[config.mk]
export PLATFORM = sky130hd
export DESIGN_NAME = ddr_port_arbiter
export DESIGN_NICKNAME = d
export VERILOG_FILES = /design/src/rtl/ddr_arb_pkg.sv /design/src/rtl/ddr_arb_tag_fifo.sv /design/src/rtl/ddr_port_arbiter.sv
export SDC_FILE = /design/constraint.sdc
export NUM_CORES = 1
export LEC_CHECK = 0
export CORE_UTILIZATION = 30
export DETAILED_ROUTE_END_ITERATION = 6
export GPL_TIMING_DRIVEN = 0
export MAX_ROUTING_LAYER = met4
export PLACE_DENSITY = 0.95
export SLEW_MARGIN = 10
export SYNTH_ARGS = -nofsm -noshare
export SYNTH_HDL_FRONTEND = slang
export SYNTH_HIERARCHICAL = 1
export SYNTH_SLANG_ARGS = --single-unit
[constraint.sdc]
create_clock -name clk -period 4.2 [get_ports clk]
set_clock_uncertainty 0.05 [all_clocks]
set_input_delay 0.63 -clock clk [delete_from_list [all_inputs] [get_ports clk]]
set_output_delay 0.63 -clock clk [all_outputs]
set_load 0.1 [all_outputs]
[src/rtl/ddr_arb_pkg.sv]
`default_nettype none
// +----------------------------------------------------------------------------+
// | Module   : ddr_arb_pkg                                                     |
// | Brief    : Shared types and constants for the two-port DDR arbiter.        |
// | Revision : 1.0                                                             |
// +----------------------------------------------------------------------------+
package ddr_arb_pkg;

  typedef enum logic [1:0] {
    IDLE = 2'd0,
    GNT0 = 2'd1,
    GNT1 = 2'd2
  } arb_state_t;

  localparam logic M0 = 1'b0;
  localparam logic M1 = 1'b1;

  localparam int DEFAULT_PEND_DEPTH = 4;

endpackage
`default_nettype wire

[src/rtl/ddr_arb_tag_fifo.sv]
`default_nettype none
// +----------------------------------------------------------------------------+
// | Module   : ddr_arb_tag_fifo                                                |
// | Brief    : In-order FIFO of master IDs for outstanding reads.              |
// | Revision : 1.0                                                             |
// +----------------------------------------------------------------------------+
module ddr_arb_tag_fifo #(
  parameter int DEPTH = 4,
  parameter int WIDTH = 1
) (
  input  logic                     clk,
  input  logic                     reset,
  input  logic                     push,
  input  logic                     pop,
  input  logic [WIDTH-1:0]         din,
  output logic [WIDTH-1:0]         dout,
  output logic                     full,
  output logic                     empty,
  output logic [$clog2(DEPTH):0]   count
);

  localparam int PTR_W = $clog2(DEPTH);
  localparam int CNT_W = PTR_W + 1;

  logic [WIDTH-1:0] r_mem [DEPTH];
  logic [PTR_W-1:0] r_wr_ptr;
  logic [PTR_W-1:0] r_rd_ptr;
  logic [CNT_W-1:0] r_count;
  logic             w_push;
  logic             w_pop;

  assign full   = (r_count == CNT_W'(DEPTH));
  assign empty  = (r_count == '0);
  assign count  = r_count;
  assign dout   = r_mem[r_rd_ptr];
  assign w_push = push && !full;
  assign w_pop  = pop && !empty;

  always_ff @(posedge clk) begin
    if (w_push) begin
      r_mem[r_wr_ptr] <= din;
    end
  end

  // DEPTH is a power of two, so the pointers wrap naturally.
  always_ff @(posedge clk) begin
    if (reset) begin
      r_wr_ptr <= '0;
      r_rd_ptr <= '0;
      r_count  <= '0;
    end else begin
      if (w_push) begin
        r_wr_ptr <= r_wr_ptr + PTR_W'(1);
      end
      if (w_pop) begin
        r_rd_ptr <= r_rd_ptr + PTR_W'(1);
      end
      case ({w_push, w_pop})
        2'b10:   r_count <= r_count + CNT_W'(1);
        2'b01:   r_count <= r_count - CNT_W'(1);
        default: r_count <= r_count;
      endcase
    end
  end

endmodule
`default_nettype wire

[src/rtl/ddr_port_arbiter.sv]
`default_nettype none
// +----------------------------------------------------------------------------+
// | Module   : ddr_port_arbiter                                                |
// | Brief    : Round-robin two-master arbiter with in-order read return.       |
// | Revision : 1.0                                                             |
// +----------------------------------------------------------------------------+
module ddr_port_arbiter
  import ddr_arb_pkg::*;
#(
  parameter int ADDR_W     = 32,
  parameter int DATA_W     = 16,
  parameter int PEND_DEPTH = DEFAULT_PEND_DEPTH
) (
  input  logic                        clk,
  input  logic                        reset,
  input  logic [ADDR_W-1:0]           m0_addr,
  input  logic                        m0_read,
  input  logic                        m0_write,
  input  logic [DATA_W-1:0]           m0_writedata,
  output logic                        m0_waitrequest,
  output logic [DATA_W-1:0]           m0_readdata,
  output logic                        m0_readdatavalid,
  input  logic [ADDR_W-1:0]           m1_addr,
  input  logic                        m1_read,
  input  logic                        m1_write,
  input  logic [DATA_W-1:0]           m1_writedata,
  output logic                        m1_waitrequest,
  output logic [DATA_W-1:0]           m1_readdata,
  output logic                        m1_readdatavalid,
  output logic [ADDR_W-1:0]           s_addr,
  output logic                        s_read,
  output logic                        s_write,
  output logic [DATA_W-1:0]           s_writedata,
  input  logic                        s_waitrequest,
  input  logic [DATA_W-1:0]           s_readdata,
  input  logic                        s_readdatavalid,
  output logic [$clog2(PEND_DEPTH):0] pending,
  output logic                        err_orphan
);

  arb_state_t        r_state;
  arb_state_t        w_state_nxt;
  logic              r_last_grant;
  logic              w_last_grant_nxt;
  logic              r_err_orphan;

  logic              w_req0;
  logic              w_req1;
  logic              w_granted;
  logic              w_sel;
  logic              w_sel_req;
  logic              w_sel_rd;
  logic              w_sel_wr;
  logic [ADDR_W-1:0] w_sel_addr;
  logic [DATA_W-1:0] w_sel_wdata;
  logic              w_stall;
  logic              w_accept;
  logic              w_full;
  logic              w_empty;
  logic [0:0]        w_tag;

  assign w_req0 = m0_read | m0_write;
  assign w_req1 = m1_read | m1_write;

  assign w_granted   = (r_state == GNT0) || (r_state == GNT1);
  assign w_sel       = (r_state == GNT1) ? M1 : M0;
  assign w_sel_req   = w_sel ? w_req1 : w_req0;
  assign w_sel_addr  = w_sel ? m1_addr : m0_addr;
  assign w_sel_wdata = w_sel ? m1_writedata : m0_writedata;
  // Read wins when a master raises read and write together.
  assign w_sel_rd    = w_sel ? m1_read : m0_read;
  assign w_sel_wr    = w_sel ? (m1_write & ~m1_read) : (m0_write & ~m0_read);

  assign w_stall     = w_granted & w_sel_rd & w_full;
  assign s_read      = w_granted & w_sel_rd & ~w_full;
  assign s_write     = w_granted & w_sel_wr;
  assign s_addr      = w_granted ? w_sel_addr : '0;
  assign s_writedata = w_granted ? w_sel_wdata : '0;
  assign w_accept    = (s_read | s_write) & ~s_waitrequest;

  assign m0_waitrequest = (r_state != GNT0) | s_waitrequest | w_stall;
  assign m1_waitrequest = (r_state != GNT1) | s_waitrequest | w_stall;

  always_ff @(posedge clk) begin
    if (reset) begin
      r_state      <= IDLE;
      r_last_grant <= M1;
      r_err_orphan <= 1'b0;
    end else begin
      r_state      <= w_state_nxt;
      r_last_grant <= w_last_grant_nxt;
      r_err_orphan <= r_err_orphan | (s_readdatavalid & w_empty);
    end
  end

  always_comb begin
    w_state_nxt      = r_state;
    w_last_grant_nxt = r_last_grant;
    case (r_state)
      IDLE: begin
        if (w_req0 && w_req1) begin
          w_state_nxt = (r_last_grant == M1) ? GNT0 : GNT1;
        end else if (w_req0) begin
          w_state_nxt = GNT0;
        end else if (w_req1) begin
          w_state_nxt = GNT1;
        end
      end
      GNT0, GNT1: begin
        // A withdrawn request releases the grant without counting as a turn.
        if (!w_sel_req) begin
          w_state_nxt = IDLE;
        end else if (w_accept) begin
          w_state_nxt      = IDLE;
          w_last_grant_nxt = w_sel;
        end
      end
      default: w_state_nxt = IDLE;
    endcase
  end

  ddr_arb_tag_fifo #(
    .DEPTH (PEND_DEPTH),
    .WIDTH (1)
  ) u_tag_fifo (
    .clk   (clk),
    .reset (reset),
    .push  (w_accept & s_read),
    .pop   (s_readdatavalid),
    .din   (w_sel),
    .dout  (w_tag),
    .full  (w_full),
    .empty (w_empty),
    .count (pending)
  );

  assign m0_readdata      = s_readdata;
  assign m1_readdata      = s_readdata;
  assign m0_readdatavalid = s_readdatavalid & ~w_empty & (w_tag == M0);
  assign m1_readdatavalid = s_readdatavalid & ~w_empty & (w_tag == M1);
  assign err_orphan       = r_err_orphan;

endmodule
`default_nettype wire

==> metrics.md <==
| Metric | Value |
|---|---|
| Run status | `finished, final reports clean` |
| Reg2reg end | `u_tag_fifo/count[2]` |
| Routed vias | `2388` |
| Final Hold Violating Endpoints | `0` |
| VDD IR max | `0.4290 mV` |
| Clock tree buffer depth | `2` |
| Hold_sp | `err_orphan` |
| Max_slew headroom | `0.3184` |
| Avg WL per Cell | `15.33 µm` |
| # clock sinks | `17` |
| CP max-delay cell | `clkdlybuf4s50_1` |
| Worst skew pair latency | `0.26 ns` |
| Total Routing Usage GR | `0.2288` |
| Largest stage delay, worst path | `1.14 ns` |
| Syn_nets | `375` |
| CP required | `3.52 ns` |
| IO Count | `210` |
| Final period util | `0.9056` |
| Crit path DAT | `around 3.1 ns` |
| HPWL after DPL | `between 6 and 7 mm` |
| Synthesized area per cell | `7.982 µm²` |
| Synthesized flop and latch total | `17` |
| Number of global-route vias before repair | `~2400` |
| Resized cells post-CTS | `0` |
| Routability cong. | `0.8811` |
| Max_cap viols | `0` |
| Syn-to-layout area delta | `106.1%` |
| WL final | `7.954 mm` |
| DRT Pass-1 Iters | `4` |
| Syn Inst Count | `245` |
| Post-route ant nets | `0` |
| Post-synth EDFFs | `4` |
| CP bufs+invs | `5` |
| Most common cell after layout, fill and taps aside | `clkdlybuf4s50_1` |
| Warnings, synthesis | `6` |
| IO Port Bufs | `193` |
| Final instance area | `4030 µm²` |
| Most frequent cells in the layout | `193 x clkdlybuf4s50_1, 58 x nor2_1, 50 x mux2i_1` |
| Placed Area | `~4000 µm²` |
| CTS Buf Count | `3` |
| FFs w/ async S/R, synth | `0` |
| Library cells used by synthesis | `38` |
| Fin nets | `573` |
| Main synth FF type | `dfxtp_1` |
| Initial DRC count | `82` |
| Setup violations, final | `0` |
| Core box area | `6314 µm²` |
| Element type at the critical path start | `flop` |
| CP Capture Type | `output pin` |
| Worst path most repeated cell | `buf_2` |
| Syn Std Cell Area | `between 1500 and 2000 µm²` |
| Vias/cell | `about 4.6` |
| Fmax | `262.9 MHz` |
| Final hold slack | `0.4297 ns` |
| WS Path Type | `flop to output pin` |
| Tot Pwr | `around 2.8 mW` |
| Worst Hold Path Cells | `2` |
| Congestion Overflow GR | `0` |
| Root buf cell | `clkbuf_8` |
| Die height | `82.74 µm` |
| Crit-path leading delay family | `buffers and inverters` |
| Ant. Diodes | `0` |
| Starting density of the core | `0.3098` |
| Final min period | `3.804 ns` |
| Htree depth | `1` |
| Antenna violations before repair | `0` |
| Buffers inserted by post-CTS timing repair | `0` |
| Std-Cell Rows | `29` |
| Share of cells above drive strength 1 | `0.1131` |
| DRC | `0` |
| R2R depth | `13` |
| RSZ-0062 raised after global routing | `false` |
| Worst r2r src | `r_state[0]` |
| Crit-path cells | `inv_1 -> ha_1 -> buf_2 -> buf_4 -> buf_2 -> mux2i_1 -> nor2_1 -> clkdlybuf4s50_1` |
| Post-synthesis sequential area ratio | `0.1945` |
| Flop2flop setup slack | `1.34 ns` |
| Min-Delay Endpoint | `err_orphan` |
| Total Neg Setup Slack | `0 ns` |
| Slew Limit Fails | `0` |
| Die Width | `82.74 µm` |
| CTS Hold Buffers Added | `0` |
| CP max FO | `10` |
| Total power per unit cell area | `701.1 nW/µm²` |
| CTS tree | `yes` |
| Die footprint | `6846 µm²` |
| First-pass GRT wire length | `about 11 mm` |
| Reg clk slew, reported paths | `~0.070 ns` |
| Worst-Margin Slew | `1.019 ns` |
| Pleak | `1.532 nW` |
| Hold WC Path Type | `flop to flop` |
| Largest net degree at the start of global routing | `11` |
## worst min-delay path, delay by kind of cell, from the launching register on
family | cells | cell delay, ns
and+or+nand+nor | 1 | 0.07
DFF | 1 | 0.33
AOI/OAI and AO/OA | 1 | 0.05
## worst max-delay path by stage
stage                         from          endpoint  slack (ns)  depth (start not counted)
4_1_cts                 r_state[0]    s_writedata[9]        0.37                          8
5_1_grt                 r_state[0]    s_writedata[4]        0.21                          8
3_5_place_dp              m0_write           s_write        0.60                          4
2_1_floorplan  u_tag_fifo/count[0]  m0_readdatavalid        0.05                          2
6_report                r_state[0]    s_writedata[4]        0.40                          8
3_3_place_gp              m0_write           s_write        0.62                          4
## where the power goes
group	switching (mW)	internal (mW)
sequential	0.0252	0.195
combinational	1.87	0.608
clock	0.0592	0.0660
## area by class of cell
| class | count | area (µm²) |
|---|---|---|
| clock inverters | 1 | 5.005 |
| multi-input cells | 172 | 1235 |
| repair buffers | 193 | 1932 |
| flip-flops and latches | 17 | 380.4 |
| clock buffers | 3 | 41.29 |
| inverters | 12 | 45.04 |
| well taps | 77 | 96.34 |
| plain buffers | 44 | 295.3 |
| fillers | 557 | 2283 |
## layer usage
metal | part of all wire | track usage
met1 | 0.38 | 0.2516
met3 | 0.063 | 0.04286
met2 | 0.54 | 0.4123
met4 | 0.019 | 0.07414
met5 | 0 | -
## metrics by stage
stage / instances / util / setup slack [ns]
floorplan: 245 / - / 0.05390
global placement: 515 / 0.6310 / 0.6161
detailed placement: 515 / 0.6310 / 0.5969
CTS: 519 / 0.6383 / 0.3713
global route: 519 / 0.6383 / 0.2063
finish: 519 / 0.6383 / 0.3964
## logic make-up after synthesis
group,share of synthesized area
AOI/OAI and AO/OA,0.06078
DFF,0.1945
adders and majority gates,0.06782
xor gates and xnor gates,0.01344
muxes,0.2745
buffers and inverters,0.1740
and+or+nand+nor,0.2150
## Yosys cell counts, types with 2 or more instances
master | n | area [µm²]
nand3b_1 | 2 | 15.01
nand3_1 | 2 | 10.01
dfxtp_1 | 13 | 260.3
o21ai_0 | 4 | 20.02
or2b_1 | 2 | 15.01
mux2i_1 | 50 | 500.5
a21oi_1 | 9 | 45.04
inv_1 | 11 | 41.29
nor3_2 | 2 | 20.02
nor2_1 | 58 | 217.7
nand2_1 | 6 | 22.52
and2_1 | 4 | 25.02
xor2_1 | 3 | 26.28
buf_2 | 5 | 25.02
edfxtp_1 | 4 | 120.1
buf_4 | 33 | 247.7
ha_1 | 9 | 112.6
or3_1 | 4 | 25.02
clkbuf_1 | 5 | 18.77
No activity file was read; power rests on OpenSTA's default activity.
